### src/rtl/decode_issue_ctrl.sv
// decode_issue_ctrl: fetch buffer plus single-issue sequencer for the RV32
// decoder; collects decoded fields and dispatches one bundle to execute.
module decode_issue_ctrl #(
  parameter int BUS_WIDTH      = 32,
  parameter int OPCODE_WIDTH   = 11,
  parameter int ADDR_WIDTH     = 5,
  parameter int FIFO_DEPTH     = 4,
  parameter int TIMEOUT_CYCLES = 255
) (
  input  logic                    clk,
  input  logic                    rst_n,
  input  logic                    fetch_valid,
  input  logic [BUS_WIDTH-1:0]    fetch_instr,
  output logic                    fetch_ready,
  output logic                    instr_valid,
  output logic [BUS_WIDTH-1:0]    instr,
  output logic                    next_instr,
  output logic [OPCODE_WIDTH-1:0] op_done,
  input  logic [OPCODE_WIDTH-1:0] opcode,
  input  logic [BUS_WIDTH-1:0]    imme_value,
  input  logic [ADDR_WIDTH-1:0]   rd_addr,
  input  logic [ADDR_WIDTH-1:0]   rs_addr,
  input  logic                    rs_addr_sel,
  input  logic                    rs_addr_valid,
  output logic                    ex_start,
  output logic [OPCODE_WIDTH-1:0] ex_opcode,
  output logic [ADDR_WIDTH-1:0]   ex_rd_addr,
  output logic [ADDR_WIDTH-1:0]   ex_rs1_addr,
  output logic [ADDR_WIDTH-1:0]   ex_rs2_addr,
  output logic [BUS_WIDTH-1:0]    ex_imm,
  input  logic                    ex_done,
  output logic                    busy,
  output logic                    illegal_instr,
  output logic                    timeout_err
);

  localparam int PW = $clog2(FIFO_DEPTH);
  localparam int CW = $clog2(FIFO_DEPTH + 1);
  localparam int TW = $clog2(TIMEOUT_CYCLES + 1);
  localparam logic [CW-1:0] FULL = CW'(FIFO_DEPTH);
  localparam logic [TW-1:0] TMAX = TW'(TIMEOUT_CYCLES);

  typedef enum logic [2:0] {
    IDLE, ISSUE, DECODE, COLLECT,
    DISPATCH, WAIT_EX, RETIRE, ABORT
  } state_t;

  state_t state, state_nx;

  logic [BUS_WIDTH-1:0] mem [FIFO_DEPTH];
  logic [PW-1:0]        wr_ptr, rd_ptr;
  logic [CW-1:0]        cnt, cnt_nx;
  logic                 rdy_q, push, pop;

  // rdy_q keeps fetch_ready low during reset and for the reset cycle itself
  assign fetch_ready = rdy_q && (cnt != FULL);
  assign push        = fetch_valid && fetch_ready;
  assign pop         = (state == RETIRE) || (state == ABORT);
  assign instr       = (cnt != '0) ? mem[rd_ptr] : '0;

  always_comb begin
    cnt_nx = cnt;
    if (push && !pop)      cnt_nx = cnt + 1'b1;
    else if (!push && pop) cnt_nx = cnt - 1'b1;
  end

  always_ff @(posedge clk) begin
    if (!rst_n) begin
      wr_ptr <= '0;
      rd_ptr <= '0;
      cnt    <= '0;
      rdy_q  <= 1'b0;
    end else begin
      rdy_q <= 1'b1;
      cnt   <= cnt_nx;
      if (push) begin
        mem[wr_ptr] <= fetch_instr;
        wr_ptr      <= wr_ptr + 1'b1;
      end
      if (pop) rd_ptr <= rd_ptr + 1'b1;
    end
  end

  logic [6:0] maj;
  logic [1:0] nsrc;
  logic       legal;

  assign maj = opcode[6:0];

  always_comb begin
    nsrc  = 2'd0;
    legal = 1'b1;
    unique case (1'b1)
      (maj == 7'b0110011) || (maj == 7'b0100011) ||
      (maj == 7'b1100011): nsrc = 2'd2;
      (maj == 7'b0010011) || (maj == 7'b0000011) ||
      (maj == 7'b1100111): nsrc = 2'd1;
      (maj == 7'b0110111) || (maj == 7'b0010111) ||
      (maj == 7'b1101111): nsrc = 2'd0;
      default:             legal = 1'b0;
    endcase
  end

  logic [OPCODE_WIDTH-1:0] op_q;
  logic [ADDR_WIDTH-1:0]   rd_q, rs1_q, rs2_q;
  logic [BUS_WIDTH-1:0]    imm_q;
  logic [1:0]              nsrc_q;
  logic                    seen1, seen2, ill_q;
  logic [TW-1:0]           tmr, tmr_inc;
  logic                    s1_nx, s2_nx, srcs_ok;

  assign tmr_inc = tmr + 1'b1;
  assign s1_nx   = seen1 || (rs_addr_valid && !rs_addr_sel);
  assign s2_nx   = seen2 || (rs_addr_valid && rs_addr_sel);
  assign srcs_ok = s1_nx && ((nsrc_q == 2'd1) || s2_nx);

  always_ff @(posedge clk) begin
    if (!rst_n) begin
      state  <= IDLE;
      op_q   <= '0;
      rd_q   <= '0;
      rs1_q  <= '0;
      rs2_q  <= '0;
      imm_q  <= '0;
      nsrc_q <= '0;
      seen1  <= 1'b0;
      seen2  <= 1'b0;
      ill_q  <= 1'b0;
      tmr    <= '0;
    end else begin
      state <= state_nx;
      if (state == DECODE) begin
        op_q   <= opcode;
        rd_q   <= rd_addr;
        imm_q  <= imme_value;
        rs1_q  <= '0;
        rs2_q  <= '0;
        nsrc_q <= nsrc;
        seen1  <= 1'b0;
        seen2  <= 1'b0;
        ill_q  <= !legal;
        tmr    <= '0;
      end
      if (state == COLLECT) begin
        tmr <= tmr_inc;
        if (rs_addr_valid && !rs_addr_sel) begin
          rs1_q <= rs_addr;
          seen1 <= 1'b1;
        end
        // rs2 only matters for two-source formats
        if (rs_addr_valid && rs_addr_sel && nsrc_q == 2'd2) begin
          rs2_q <= rs_addr;
          seen2 <= 1'b1;
        end
      end
    end
  end

  always_comb begin
    state_nx = state;
    unique case (state)
      IDLE:     if (cnt != '0 || push) state_nx = ISSUE;
      ISSUE:    state_nx = DECODE;
      DECODE: begin
        if (!legal)              state_nx = ABORT;
        else if (nsrc == 2'd0)   state_nx = DISPATCH;
        else                     state_nx = COLLECT;
      end
      COLLECT: begin
        if (srcs_ok)             state_nx = DISPATCH;
        else if (tmr_inc == TMAX) state_nx = ABORT;
      end
      DISPATCH: state_nx = WAIT_EX;
      WAIT_EX:  if (ex_done) state_nx = RETIRE;
      RETIRE, ABORT:
        state_nx = (cnt_nx != '0) ? ISSUE : IDLE;
      default:  state_nx = IDLE;
    endcase
  end

  assign instr_valid   = (state == ISSUE);
  assign ex_start      = (state == DISPATCH);
  assign next_instr    = pop;
  assign op_done       = (state == RETIRE) ? op_q : '0;
  assign illegal_instr = (state == ABORT) && ill_q;
  assign timeout_err   = (state == ABORT) && !ill_q;
  assign busy          = (state != IDLE);
  assign ex_opcode     = op_q;
  assign ex_rd_addr    = rd_q;
  assign ex_rs1_addr   = rs1_q;
  assign ex_rs2_addr   = rs2_q;
  assign ex_imm        = imm_q;

endmodule

### config.mk
export PLATFORM = sky130hd
export DESIGN_NAME = decode_issue_ctrl
export DESIGN_NICKNAME = d
export VERILOG_FILES = /design/src/rtl/decode_issue_ctrl.sv
export SDC_FILE = /design/constraint.sdc
export NUM_CORES = 1
export LEC_CHECK = 0
export BUFFER_PORTS_ARGS = -buffer_cell sky130_fd_sc_hd__buf_2
export CAP_MARGIN = 40
export CORE_MARGIN = 4
export CORE_UTILIZATION = 49
export DETAILED_ROUTE_END_ITERATION = 7
export PLACE_DENSITY = 0.85
export SYNTH_ARGS = -nofsm -noshare
export SYNTH_HDL_FRONTEND = slang
export SYNTH_SLANG_ARGS = --single-unit
### constraint.sdc
create_clock -name clk -period 2.16 [get_ports clk]
set_input_delay 0.216 -clock clk [delete_from_list [all_inputs] [get_ports clk]]
set_output_delay 0.216 -clock clk [all_outputs]
set_load 0.005 [all_outputs]
======== Word-level counts from Yosys, hierarchy flattened ========
Memories as Yosys holds them, arrays and structs flattened. A register that Yosys moved wholly into a read port is not among the register bits.
Index checks and enable logic that the tools add are counted.
storage, ports and cells
  logic and storage cells ................. 113
  memories kept ........................... 1
  memory bits (writable) .................. 128
  input port bits ......................... 91
  bits in registers ....................... 82
  output and inout port bits .............. 108
memories
  name  words  bits a word  read ports  clocked after memory_dff  write ports  RTL line  RTL
  mem   4      32           1           1                         1            50        logic [BUS_WIDTH-1:0] mem [FIFO_DEPTH];
operators by class
  $add $sub $neg .......................... 5
  muxes and demuxes ....................... 34
  equal/unequal tests ..................... 23
  reduce and logical (&&, ||, !) cells .... 35
operators by type and width
  cell                                                                    count
  32-bit two-way mux                                                      1
  5-bit two-way mux                                                       6
  3-bit two-way mux                                                       8
  7-bit by 6-bit equality test with 1-bit output (second input constant)  3
  7-bit equality test (second input constant)                             3
  3-bit case mux with 7 select lines                                      1
  8-bit two-way mux                                                       2
  7-bit by 5-bit equality test with 1-bit output (second input constant)  2
  3-bit equality test (second input constant)                             4
  1-bit two-way mux                                                       12
  1-bit logical OR                                                        11
  11-bit two-way mux                                                      1
  1-bit logical AND                                                       10
  3-bit nonzero test                                                      3
  8-bit by 1-bit adder with 8-bit output (second input constant)          1
  8-bit equality test (second input constant)                             1
  7-bit by 2-bit equality test with 1-bit output (second input constant)  1
  3-bit by 2-bit equality test with 1-bit output (second input constant)  2
  1-bit logical NOT                                                       5
  2-bit by 1-bit adder with 2-bit output (second input constant)          2
  2-bit two-way mux                                                       2
  2-bit inequality test (second input constant)                           2
  2-bit case mux with 2 select lines                                      1
  3-bit by 1-bit adder with 3-bit output (second input constant)          1
  12 further kinds                                                        12

======== Logic depth before layout (Yosys ltp) ========
Gate-level depths: netlist (run 1).
  depth after elaboration ................. 10
  mapped depth ............................ 7
  depth with buffers taken out ............ 7

======== Worst setup path after synthesis (run 1) ========
Ideal clock, no wire load.
  path type ............................... register -> register
  start ................................... register cnt[0]
  end ..................................... memory mem[1][0] (enable)
  path slack .............................. -0.243 ns
  clock period less this slack ............ 2.403 ns
  data arrival time ....................... 2.011 ns
  stages on the path, launching flop included .. 5
  setup time .............................. 0.392 ns
  cell sequence ........................... dfxtp_1 inv_1 ha_1 a21oi_1 and3_1
on the way
  word-level cells in the longest chain between the ends .. 6
ends and longest elaborated chain
  what                                     RTL line  RTL
  start, declared                          52        logic [CW-1:0] cnt, cnt_nx;
  start signal, assigned                   75        cnt <= cnt_nx;
  3-bit inequality test                    56        assign fetch_ready = rdy_q && (cnt != FULL);
  1-bit logical AND                        56
  1-bit logical AND                        57        assign push = fetch_valid && fetch_ready;
  1-bit two-way mux                        76        if (push) begin
  1-bit two-way mux                        68        if (!rst_n) begin
  1-bit two-way mux (not written as such)  77        mem[wr_ptr] <= fetch_instr;
  end, declared                            50
Every way passes these cells.

==> run metrics, run 1 <==
status=finished clean; Layout Nets=around 1,100; Setup Skew=0.0127 ns; Post-Syn Area per Cell=12.8 µm²; worst vdd ir=0.728 mV; fin crit period=2.15 ns; CTS tree=yes; Synthesized Nets=778; CP endpoint kind=output pin; Final Slew Violations=0; CP Data Arrival Time=1.93 ns; vias in the first global route=6,656; die span in x=roughly 140 µm; GRT overflow=0; Seq cells post-synth=212; first-pass GRT wire length=34.7 mm; antenna violations before repair=2; cells after synthesis=678; Pwr Total=10.4 mW; library cells used by synthesis=48; full die area=19,900 µm²; WHS Path Cells=3; DR pass1 iterations=5; final cycle utilization of the critical path=0.996; vias per cell=5.32; headroom to the max-slew limit=0.602; Residual DRC=0; Die Y=141 µm; hpwl dp=around 13 mm; DR WL/cell=around 18 µm; Lkg Pwr=4.39 nW; crit path launch type=register; Final ANT Viol Nets=0; Area growth syn-to-layout=33.1%; final setup violating endpoints=0; ANT cells=0; total CTS buffers=22; iteration-0 DRC count of the detailed router=357; via count=roughly 6,300; Rows=48; CTS max path bufs=3; Worst-path clk slew=~0.060 ns; power density over the cells=896 nW/µm²; CP Class=register to output pin; Total GRT Usage=0.217; clk_lat worst skew=0.50 ns; critical path required time=1.94 ns; RD Place Congestion=0.843; RSZ-0062 raised after global routing=true; worst slew pin tran=0.596 ns; CTS H-tree depth=1; Port-buffer cells=198; crit path max fanout=7; CTS sink cnt=~210; Setup TNS=0 ns; layout cells sized above 1=0.311; largest net degree at the start of global routing=85; CORE AREA=17,300 µm²; drt total wl=21.6 mm; Worst Reg-to-Reg Cells=6; post-synthesis sequential area ratio=0.637; CTS Root Cell=clkbuf_16; worst reg-to-reg setup slack=roughly 0.12 ns; fill count=1,169; max frequency=465 MHz; Hold Vio Cnt, Final=0; Syn Std Cell Area=8670 µm²; max_cap viols=0; min-delay worst type=input port to register; Initial Util=0.502; num ports=199; number of synthesis warnings=0
## cell families (layout without fill, tap and decap cells)
family          after synthesis  in the layout  synth area share
compound gates              104            104            0.0847
xor+xnor                      7              7           0.00707
fa+ha+maj                    10             10            0.0141
buf+inv                      52            342            0.0248
flops                       212            212             0.637
mux                          34             34            0.0857
simple gates                259            259             0.147
## through the flow
| stage | utilization | instance area [µm²] | cells | hold WS (ns) | worst slack, ns |
|---|---|---|---|---|---|
| floorplan | - | 8680 | 678 | 0.244 | 0.0820 |
| global placement | 0.579 | 10000 | 1073 | 0.431 | 0.281 |
| detailed placement | 0.579 | 10000 | 1073 | 0.436 | 0.214 |
| CTS | 0.664 | 11500 | 1191 | 0.00967 | 0.0205 |
| global route | 0.668 | 11500 | 1193 | 0.0371 | -0.0406 |
| finish | 0.668 | 11500 | 1193 | 0.0296 | 0.00902 |
## final timing paths
check,startpoint,to
setup / recovery,register,instr[27]
hold / removal,opcode[5],ex_opcode[5]
setup reg to reg,tmr[1],state[2]
hold reg to reg,ex_imm[1],ex_imm[1]
## power by group
part | internal, mW | total [mW] | switching, mW | leakage [nW]
combinational | 0.973 | 2.13 | 1.16 | 2.23
clock | 1.99 | 3.50 | 1.50 | 0.319
sequential | 4.53 | 4.72 | 0.188 | 1.84
## sequential cells by signal, summed over array words and instances (netlist names), 3 cells and up, named ones only
register	count
ex_rs1_addr	5
ex_imm	32
tmr	8
cnt	3
ex_opcode	11
mem	128
state	3
ex_rd_addr	5
ex_rs2_addr	5
## critical path, stage by stage (launching register included)
cell and delay, ns:
dfxtp_4 0.42, buf_12 0.16, mux4_2 0.57, nor2b_1 0.17
buf_2 0.13
## layout make-up
| type | count | area [µm²] | share of cell area |
|---|---|---|---|
| clock buffers | 25 | 562 | 0.0486 |
| multi-input cells | 414 | 2970 | 0.257 |
| clock inverters | 13 | 105 | 0.00910 |
| repair buffers | 295 | 2060 | 0.179 |
| inverters | 9 | 35.0 | 0.00303 |
| flip-flops and latches | 212 | 5530 | 0.479 |
| well taps | 225 | 282 | 0.0244 |
## placed cells by master, fill, tap and decap left out, types with 5 or more instances in the layout
master         netlist  routed
a21boi_0            58      58
a21boi_1             6       6
a21oi_1             13      13
and2_1              22      22
buf_12               0      10
buf_2               14     198
buf_4                0       6
clkbuf_16            0      23
clkinv_2             0       5
dfxtp_1             84      82
dlygate4sd3_1        0      79
edfxtp_1           128     128
ha_1                 9       8
inv_1                8       8
mux4_2              32      32
nand2_1            132     132
nand2b_1             6       5
nand3_1             18      18
nor2_1              11       9
nor2b_1             41      36
nor2b_2              0       5
o21ai_0              9       9
xnor2_1              6       6
## per-layer routing
metal | track usage | up-vias | share of wire
met5 | 0 | - | 0.00097
met3 | 0.0482 | 45 | 0.076
met2 | 0.387 | 271 | 0.51
li1 | - | 2984 | -
met4 | 0.0678 | 4 | 0.028
met1 | 0.263 | 3039 | 0.38
## synth_stat cells, drive strengths merged
| master | instances | area (µm²) |
|---|---|---|
| nand2 | 132 | 495 |
| edfxtp | 128 | 3840 |
| dfxtp | 84 | 1680 |
| a21boi | 64 | 480 |
| nor2b | 41 | 257 |
| mux4 | 32 | 721 |
| clkbuf | 28 | 108 |
| and2 | 22 | 138 |
| nand3 | 18 | 90.1 |
| buf | 15 | 73.8 |
| a21oi | 13 | 65.1 |
| nor2 | 11 | 41.3 |
| ha | 9 | 113 |
| o21ai | 9 | 45.0 |
| inv | 8 | 30.0 |
| and3 | 7 | 43.8 |
| nand2b | 6 | 37.5 |
| xnor2 | 6 | 52.6 |
| a22oi | 4 | 30.0 |
| nor3 | 4 | 20.0 |
| and4 | 3 | 26.3 |
| mux2 | 2 | 22.5 |
| nand3b | 2 | 15.0 |
| nand4 | 2 | 12.5 |
| nor3b | 2 | 15.0 |
| nor4b | 2 | 23.8 |
| o21a | 2 | 15.0 |
| o22ai | 2 | 12.5 |
| o311a | 2 | 20.0 |
| o311ai | 2 | 17.5 |
| o41ai | 2 | 17.5 |
| or3 | 2 | 12.5 |
| a211oi | 1 | 7.51 |
| a41oi | 1 | 8.76 |
| and2b | 1 | 8.76 |
| and3b | 1 | 8.76 |
| clkinv | 1 | 3.75 |
| maj3 | 1 | 10.0 |
| nand4b | 1 | 8.76 |
| o211ai | 1 | 7.51 |
| o31ai | 1 | 7.51 |
| or3b | 1 | 8.76 |
| or4b | 1 | 10.0 |
| xor2 | 1 | 8.76 |
## what timing repair did
action / 4_1_cts / 5_1_grt
hold endpoints to repair: 180 / 0
setup endpoints to repair: 39 / 43
hold buffers: 79 / 0
buffers inserted: 1 / 1
resized for setup: 3 / 8
cloned: 0 / 1
Note: power is estimated with default switching activity, not from simulation.
==> run 2, diff against run 1 <==
--- a/config.mk
+++ b/config.mk
@@ -8,9 +8,10 @@
 export BUFFER_PORTS_ARGS = -buffer_cell sky130_fd_sc_hd__buf_2
 export CAP_MARGIN = 40
 export CORE_MARGIN = 4
-export CORE_UTILIZATION = 49
+export CORE_UTILIZATION = 36
 export DETAILED_ROUTE_END_ITERATION = 7
-export PLACE_DENSITY = 0.85
+export MAX_ROUTING_LAYER = met4
+export PLACE_DENSITY = 0.68
 export SYNTH_ARGS = -nofsm -noshare
 export SYNTH_HDL_FRONTEND = slang
 export SYNTH_SLANG_ARGS = --single-unit
==> constraint.sdc (replaced) <==
create_clock -name clk -period 2.16 [get_ports clk]
set_input_delay 0.324 -clock clk [delete_from_list [all_inputs] [get_ports clk]]
set_output_delay 0.324 -clock clk [all_outputs]
set_load 0.005 [all_outputs]
==> run 2 against run 1 <==
Net effect:
- the run now ends with setup timing left
- non-clock buffer count fell by 68
- clock skew about the same
- register-to-register slack better by 0.10 ns
- final cell count grew 2.7%
- cell area decreased by 3.0%
- via count decreased by 6.5%
- highest routed layer is now met4
==> run metrics, run 2 (synthesized netlist as in run 1, its figures left out) <==
CTS Root Cell=clkbuf_16 (unchanged); headroom to the max-slew limit=0.697 (was 0.602); WHS Path Cells=1 (was 3); crit path max fanout=8 (was 7); CTS max path bufs=3 (unchanged); Port-buffer cells=198 (unchanged); RSZ-0062 raised after global routing=true (unchanged); CTS H-tree depth=1 (unchanged); Pwr Total=11.0 mW (was 10.4 mW); placed cell areas=10,200 µm² (was 10,000 µm²); Setup Skew=0.0130 ns (was 0.0127 ns); CP endpoint kind=output pin (unchanged); clk_lat worst skew=0.52 ns (was 0.50 ns); most frequent cells in the layout=buf_2 (198), nand2_1 (131), edfxtp_1 (128) (was buf_2 (198), nand2_1 (132), edfxtp_1 (128)); total CTS buffers=24 (was 22); vias in the first global route=5,870 (was 6,656); max_cap viols=0 (unchanged); via count=5,931 (was 6,343); Layout Nets=988 (was 1,054); RD Place Congestion=0.798 (was 0.843); power density over the cells=986 nW/µm² (was 896 nW/µm²); CP Class=register to output pin (unchanged); CTS sink cnt=212 (unchanged); GRT overflow=0 (unchanged); Hold Vio Cnt, Final=0 (unchanged); CORE AREA=23,600 µm² (was 17,300 µm²); largest register by flop count=mem (unchanged); final setup violating endpoints=26 (was 0); Rows=56 (was 48); max FFs per register=128 (unchanged); Total GRT Usage=0.152 (was 0.217); DR WL/cell=16.7 µm (was 18.1 µm); layout cells sized above 1=0.357 (was 0.311); failing checks=setup timing; num ports=199 (unchanged); Final Slew Violations=0 (unchanged); critical path required time=1.84 ns (was 1.94 ns); Die Y=163 µm (was 141 µm); hpwl dp=13.2 mm (was 12.6 mm); worst vdd ir=0.489 mV (was 0.728 mV); most common cell after layout, fill and taps aside=buf_2 (unchanged); min-delay worst type=input port to register (unchanged); Final ANT Viol Nets=0 (unchanged); worst slew pin tran=0.454 ns (was 0.596 ns); fin crit period=2.23 ns (was 2.15 ns); final setup margin=-0.0749 ns (was 0.00902 ns); antenna violations before repair=0 (was 2); Residual DRC=0 (unchanged); vias per cell=4.84 (was 5.32); Worst Reg-to-Reg Cells=6 (unchanged); R2R Path Start=tmr[0] (was tmr[1]); final instance area=11,200 µm² (was 11,500 µm²); die span in x=163 µm (was 141 µm); reg2reg end=state[2] (unchanged); iteration-0 DRC count of the detailed router=312 (was 357); drt total wl=20.5 mm (was 21.6 mm); Hold Startpoint=fetch_instr[20] (was opcode[5]); WHS Endpoint=mem[1][20] (was ex_opcode[5]); CP Data Arrival Time=1.91 ns (was 1.93 ns); Worst-path clk slew=0.06 ns (about the same); worst reg-to-reg setup slack=0.22 ns (was 0.12 ns); Lkg Pwr=4.24 nW (was 4.39 nW); crit path launch type=register (unchanged); ANT cells=0 (unchanged); max frequency=447 MHz (was 465 MHz); Initial Util=0.367 (was 0.502); DR pass1 iterations=5 (unchanged); final cycle utilization of the critical path=1.03 (was 0.996); CTS tree=yes (unchanged); status=finished, violations left (was finished clean); largest net degree at the start of global routing=85 (unchanged); full die area=26,600 µm² (was 19,900 µm²); Area growth syn-to-layout=29.1% (was 33.1%); first-pass GRT wire length=31.6 mm (was 34.7 mm)
run 2: cell types whose count changed in the layout (fill, tap and decap cells not counted), sizes merged:
cell and change:
dlygate4sd3 -78, buf +9, clkbuf +6, bufinv +1, clkinv +1, clkinvlp -1
run 2: timing repair:
| action | CTS | global route |
|---|---|---|
| resized for setup | 8 | 14 |
| hold endpoints to repair | 1 | 0 |
| pin swaps | 0 | 0 |
| gates cloned | 3 | 2 |
| endpoints found under the setup margin | 33 | 37 |
| hold buffers | 1 | 0 |
| setup buffers | 3 | 3 |
run 2: power by group:
part | leakage [nW] | switching, mW | total, mW | internal [mW]
Combinational | 2.02 | 1.24 | 2.36 | 1.12
Clock | 0.385 | 1.59 | 3.98 | 2.39
Sequential | 1.84 | 0.162 | 4.70 | 4.54
run 2: per-layer routing:
metal	vias up	global-route usage	wire, µm
li1	2848	-	-
met1	2819	0.198	8920
met2	233	0.240	9490
met3	31	0.0379	1570
met4	0	0.0396	509
met5	-	-	0
run 2: final cells by class:
class | count | area, µm²
clock buffer | 30 | 653
clock inverter | 14 | 138
fill | 2111 | 12400
inverter | 9 | 35.0
multi-input combinational | 414 | 2990
sequential | 212 | 5540
tap | 319 | 399
timing repair buffer | 227 | 1450
run 2: through the flow:
step | util | setup TNS (ns) | cells | setup WS (ns) | hold slack, ns
floorplan | - | 0 | 678 | 0.0820 | 0.352
global placement | 0.431 | 0 | 1171 | 0.279 | 0.446
detailed placement | 0.431 | 0 | 1171 | 0.235 | 0.453
CTS | 0.471 | -3.36 | 1222 | -0.122 | 0.00185
global route | 0.474 | -3.58 | 1225 | -0.152 | 0.00625
finish | 0.474 | -1.18 | 1225 | -0.0749 | 0.0278
run 2: worst max-delay path by stage:
stage	startpoint	endpoint	slack, ns	cells after the start
floorplan	cnt[0]	mem[1][0]	0.08	4
global route	register	instr[24]	-0.15	5
CTS	register	instr[20]	-0.12	5
detailed placement	tmr[0]	state[2]	0.23	6
global placement	tmr[0]	state[2]	0.28	6
finish	register	instr[24]	-0.07	5
run 2: worst max-delay path, cell delays in order (launching register included):
cell and delay, ns:
dfxtp_4 0.38, buf_12 0.13, buf_16 0.14, mux4_2 0.50
nor2b_1 0.14, buf_2 0.12
==> run 3, diff against run 2 <==
--- a/config.mk
+++ b/config.mk
@@ -11,7 +11,9 @@
 export CORE_UTILIZATION = 36
 export DETAILED_ROUTE_END_ITERATION = 7
 export MAX_ROUTING_LAYER = met4
-export PLACE_DENSITY = 0.68
+export PLACE_DENSITY = 0.66
+export SKIP_CTS_REPAIR_TIMING = 1
 export SYNTH_ARGS = -nofsm -noshare
 export SYNTH_HDL_FRONTEND = slang
 export SYNTH_SLANG_ARGS = --single-unit
+export TNS_END_PERCENT = 10
==> constraint.sdc (replaced) <==
create_clock -name clk -period 2.8 [get_ports clk]
set_input_delay 0.42 -clock clk [delete_from_list [all_inputs] [get_ports clk]]
set_output_delay 0.42 -clock clk [all_outputs]
set_load 0.005 [all_outputs]
==> run 3 against run 2 <==
Net effect:
- the flow now finishes without violations
- clock skew decreased by 0.0082 ns
- worst setup slack better by 0.38 ns
- non-clock buffer count decreased by 14
- sequential cell count is the same
- die area unchanged
- largest cell class unchanged
- via count down 1.7%
==> run metrics, run 3 (synthesized netlist as in run 1, its figures left out) <==
most common cell after layout, fill and taps aside=buf_2 (unchanged); cell count after placement=1,167 (was 1,171); Layout Nets=973 (was 988); max_cap viols=0 (unchanged); worst vdd ir=0.452 mV (was 0.489 mV); full die area=26,600 µm² (unchanged); CTS sink cnt=212 (unchanged); fin crit period=2.50 ns; CTS tree=yes (unchanged); Port-buffer cells=198 (unchanged); Area growth syn-to-layout=25.3% (was 29.1%); final cycle utilization of the critical path=0.892; Non-Filler Instances=1,209 (was 1,225); hpwl dp=13.4 mm (was 13.2 mm); Layout Utilization=0.460 (was 0.474); Final ANT Viol Nets=0 (unchanged); Worst-path clk slew=0.06 ns (about the same); pre-CTS setup slack=0.756 ns (was 0.235 ns); worst slew pin tran=0.715 ns (was 0.454 ns); layout cells sized above 1=0.328 (was 0.357); DR WL/cell=16.2 µm (was 16.7 µm); final setup margin=0.302 ns (was -0.0749 ns); Hold Vio Cnt, Final=0 (unchanged); Final Slew Violations=0 (unchanged); crit path launch type=register (unchanged); status=finished clean (was finished, violations left); max frequency=400 MHz; final setup violating endpoints=0 (was 26); CORE AREA=23,600 µm² (unchanged); via count=5,829 (was 5,931); min-delay worst type=input port to register (unchanged); antenna violations before repair=3 (was 0); largest register by flop count=mem (unchanged); iteration-0 DRC count of the detailed router=343 (was 312); vias in the first global route=5,699 (was 5,870); DR pass1 iterations=4 (was 5); CP Data Arrival Time=2.08 ns (was 1.91 ns); CTS H-tree depth=1 (unchanged); GRT overflow=0 (unchanged); Pwr Total=8.23 mW (was 11.0 mW); largest net degree at the start of global routing=82 (was 85); power density over the cells=757 nW/µm² (was 986 nW/µm²); most frequent cells in the layout=buf_2 (198), nand2_1 (132), edfxtp_1 (128) (was buf_2 (198), nand2_1 (131), edfxtp_1 (128)); die span in x=163 µm (unchanged); CP endpoint kind=output pin (unchanged); crit path max fanout=20 (was 8); headroom to the max-slew limit=0.523 (was 0.697); Rows=56 (unchanged); drt total wl=19.6 mm (was 20.5 mm); Total GRT Usage=0.148 (was 0.152); CTS max path bufs=3 (unchanged); Setup TNS=0 ns (was -1.18 ns); Lkg Pwr=4.08 nW (was 4.24 nW); CP Class=register to output pin (unchanged); RD Place Congestion=0.830 (was 0.798); Die Y=163 µm (unchanged); Setup Skew=0.00476 ns (was 0.0130 ns); max FFs per register=128 (unchanged); vias per cell=4.82 (was 4.84); CTS Root Cell=clkbuf_16 (unchanged); clk_lat worst skew=0.51 ns (was 0.52 ns); Residual DRC=0 (unchanged); num ports=199 (unchanged); critical path required time=2.38 ns (was 1.84 ns); total CTS buffers=23 (was 24); first-pass GRT wire length=30.5 mm (was 31.6 mm); RSZ-0062 raised after global routing=false (was true); Initial Util=0.367 (unchanged)
## run 3: changes by cell type in the layout (fill, tap and decap cells not counted), moves of 3 or more
| cell | before | now |
|---|---|---|
| diode_2 | 0 | 3 |
| nor2b_4 | 4 | 1 |
| clkbuf_16 | 26 | 23 |
| nor2b_1 | 33 | 40 |
| buf_12 | 12 | 5 |
| clkinvlp_4 | 3 | 0 |
| clkinv_2 | 8 | 2 |
| nor2b_2 | 4 | 0 |
## run 3: layer usage
metal / track usage / vias up / wire length (µm)
li1: - / 2820 / -
met1: 0.193 / 2752 / 8570
met2: 0.233 / 222 / 9010
met3: 0.0363 / 35 / 1520
met4: 0.0377 / 0 / 465
met5: - / - / 0
## run 3: critical path: stages (launching register included)
cell and delay (ns):
dfxtp_1 0.35, inv_1 0.10, ha_1 0.20, nor2b_4 0.49, buf_4 0.25, nor2b_1 0.05
buf_2 0.12
## run 3: final cells by class
class	count	area, µm²
inverters	9	33.8
repair buffers	213	1170
flip-flops and latches	212	5530
diodes	3	7.51
multi-input cells	414	2950
fillers	2124	12700
clock inverters	11	175
well taps	319	399
clock buffers	28	604
## run 3: where the power goes
| part | leakage [nW] | switching (mW) | internal [mW] |
|---|---|---|---|
| clock network | 0.381 | 1.21 | 1.91 |
| registers | 1.84 | 0.147 | 3.50 |
| logic | 1.86 | 0.831 | 0.631 |
## run 3: final timing paths
check | cells after the start | slack, ns | endpoint | from
setup / recovery | 6 | 0.30 | instr[16] | cnt[0]
hold / removal | 1 | 0.12 | mem[2][6] | fetch_instr[6]
setup reg to reg | 5 | 0.76 | mem[1][22] | cnt[0]
hold reg to reg | 2 | 0.46 | seen2 | seen2
## run 3: stage by stage
stage	area (µm²)	hold WS, ns
2_1_floorplan	8670	0.435
3_3_place_gp	10100	0.449
3_5_place_dp	10100	0.455
4_1_cts	10900	0.0945
5_1_grt	10900	0.103
6_report	10900	0.121
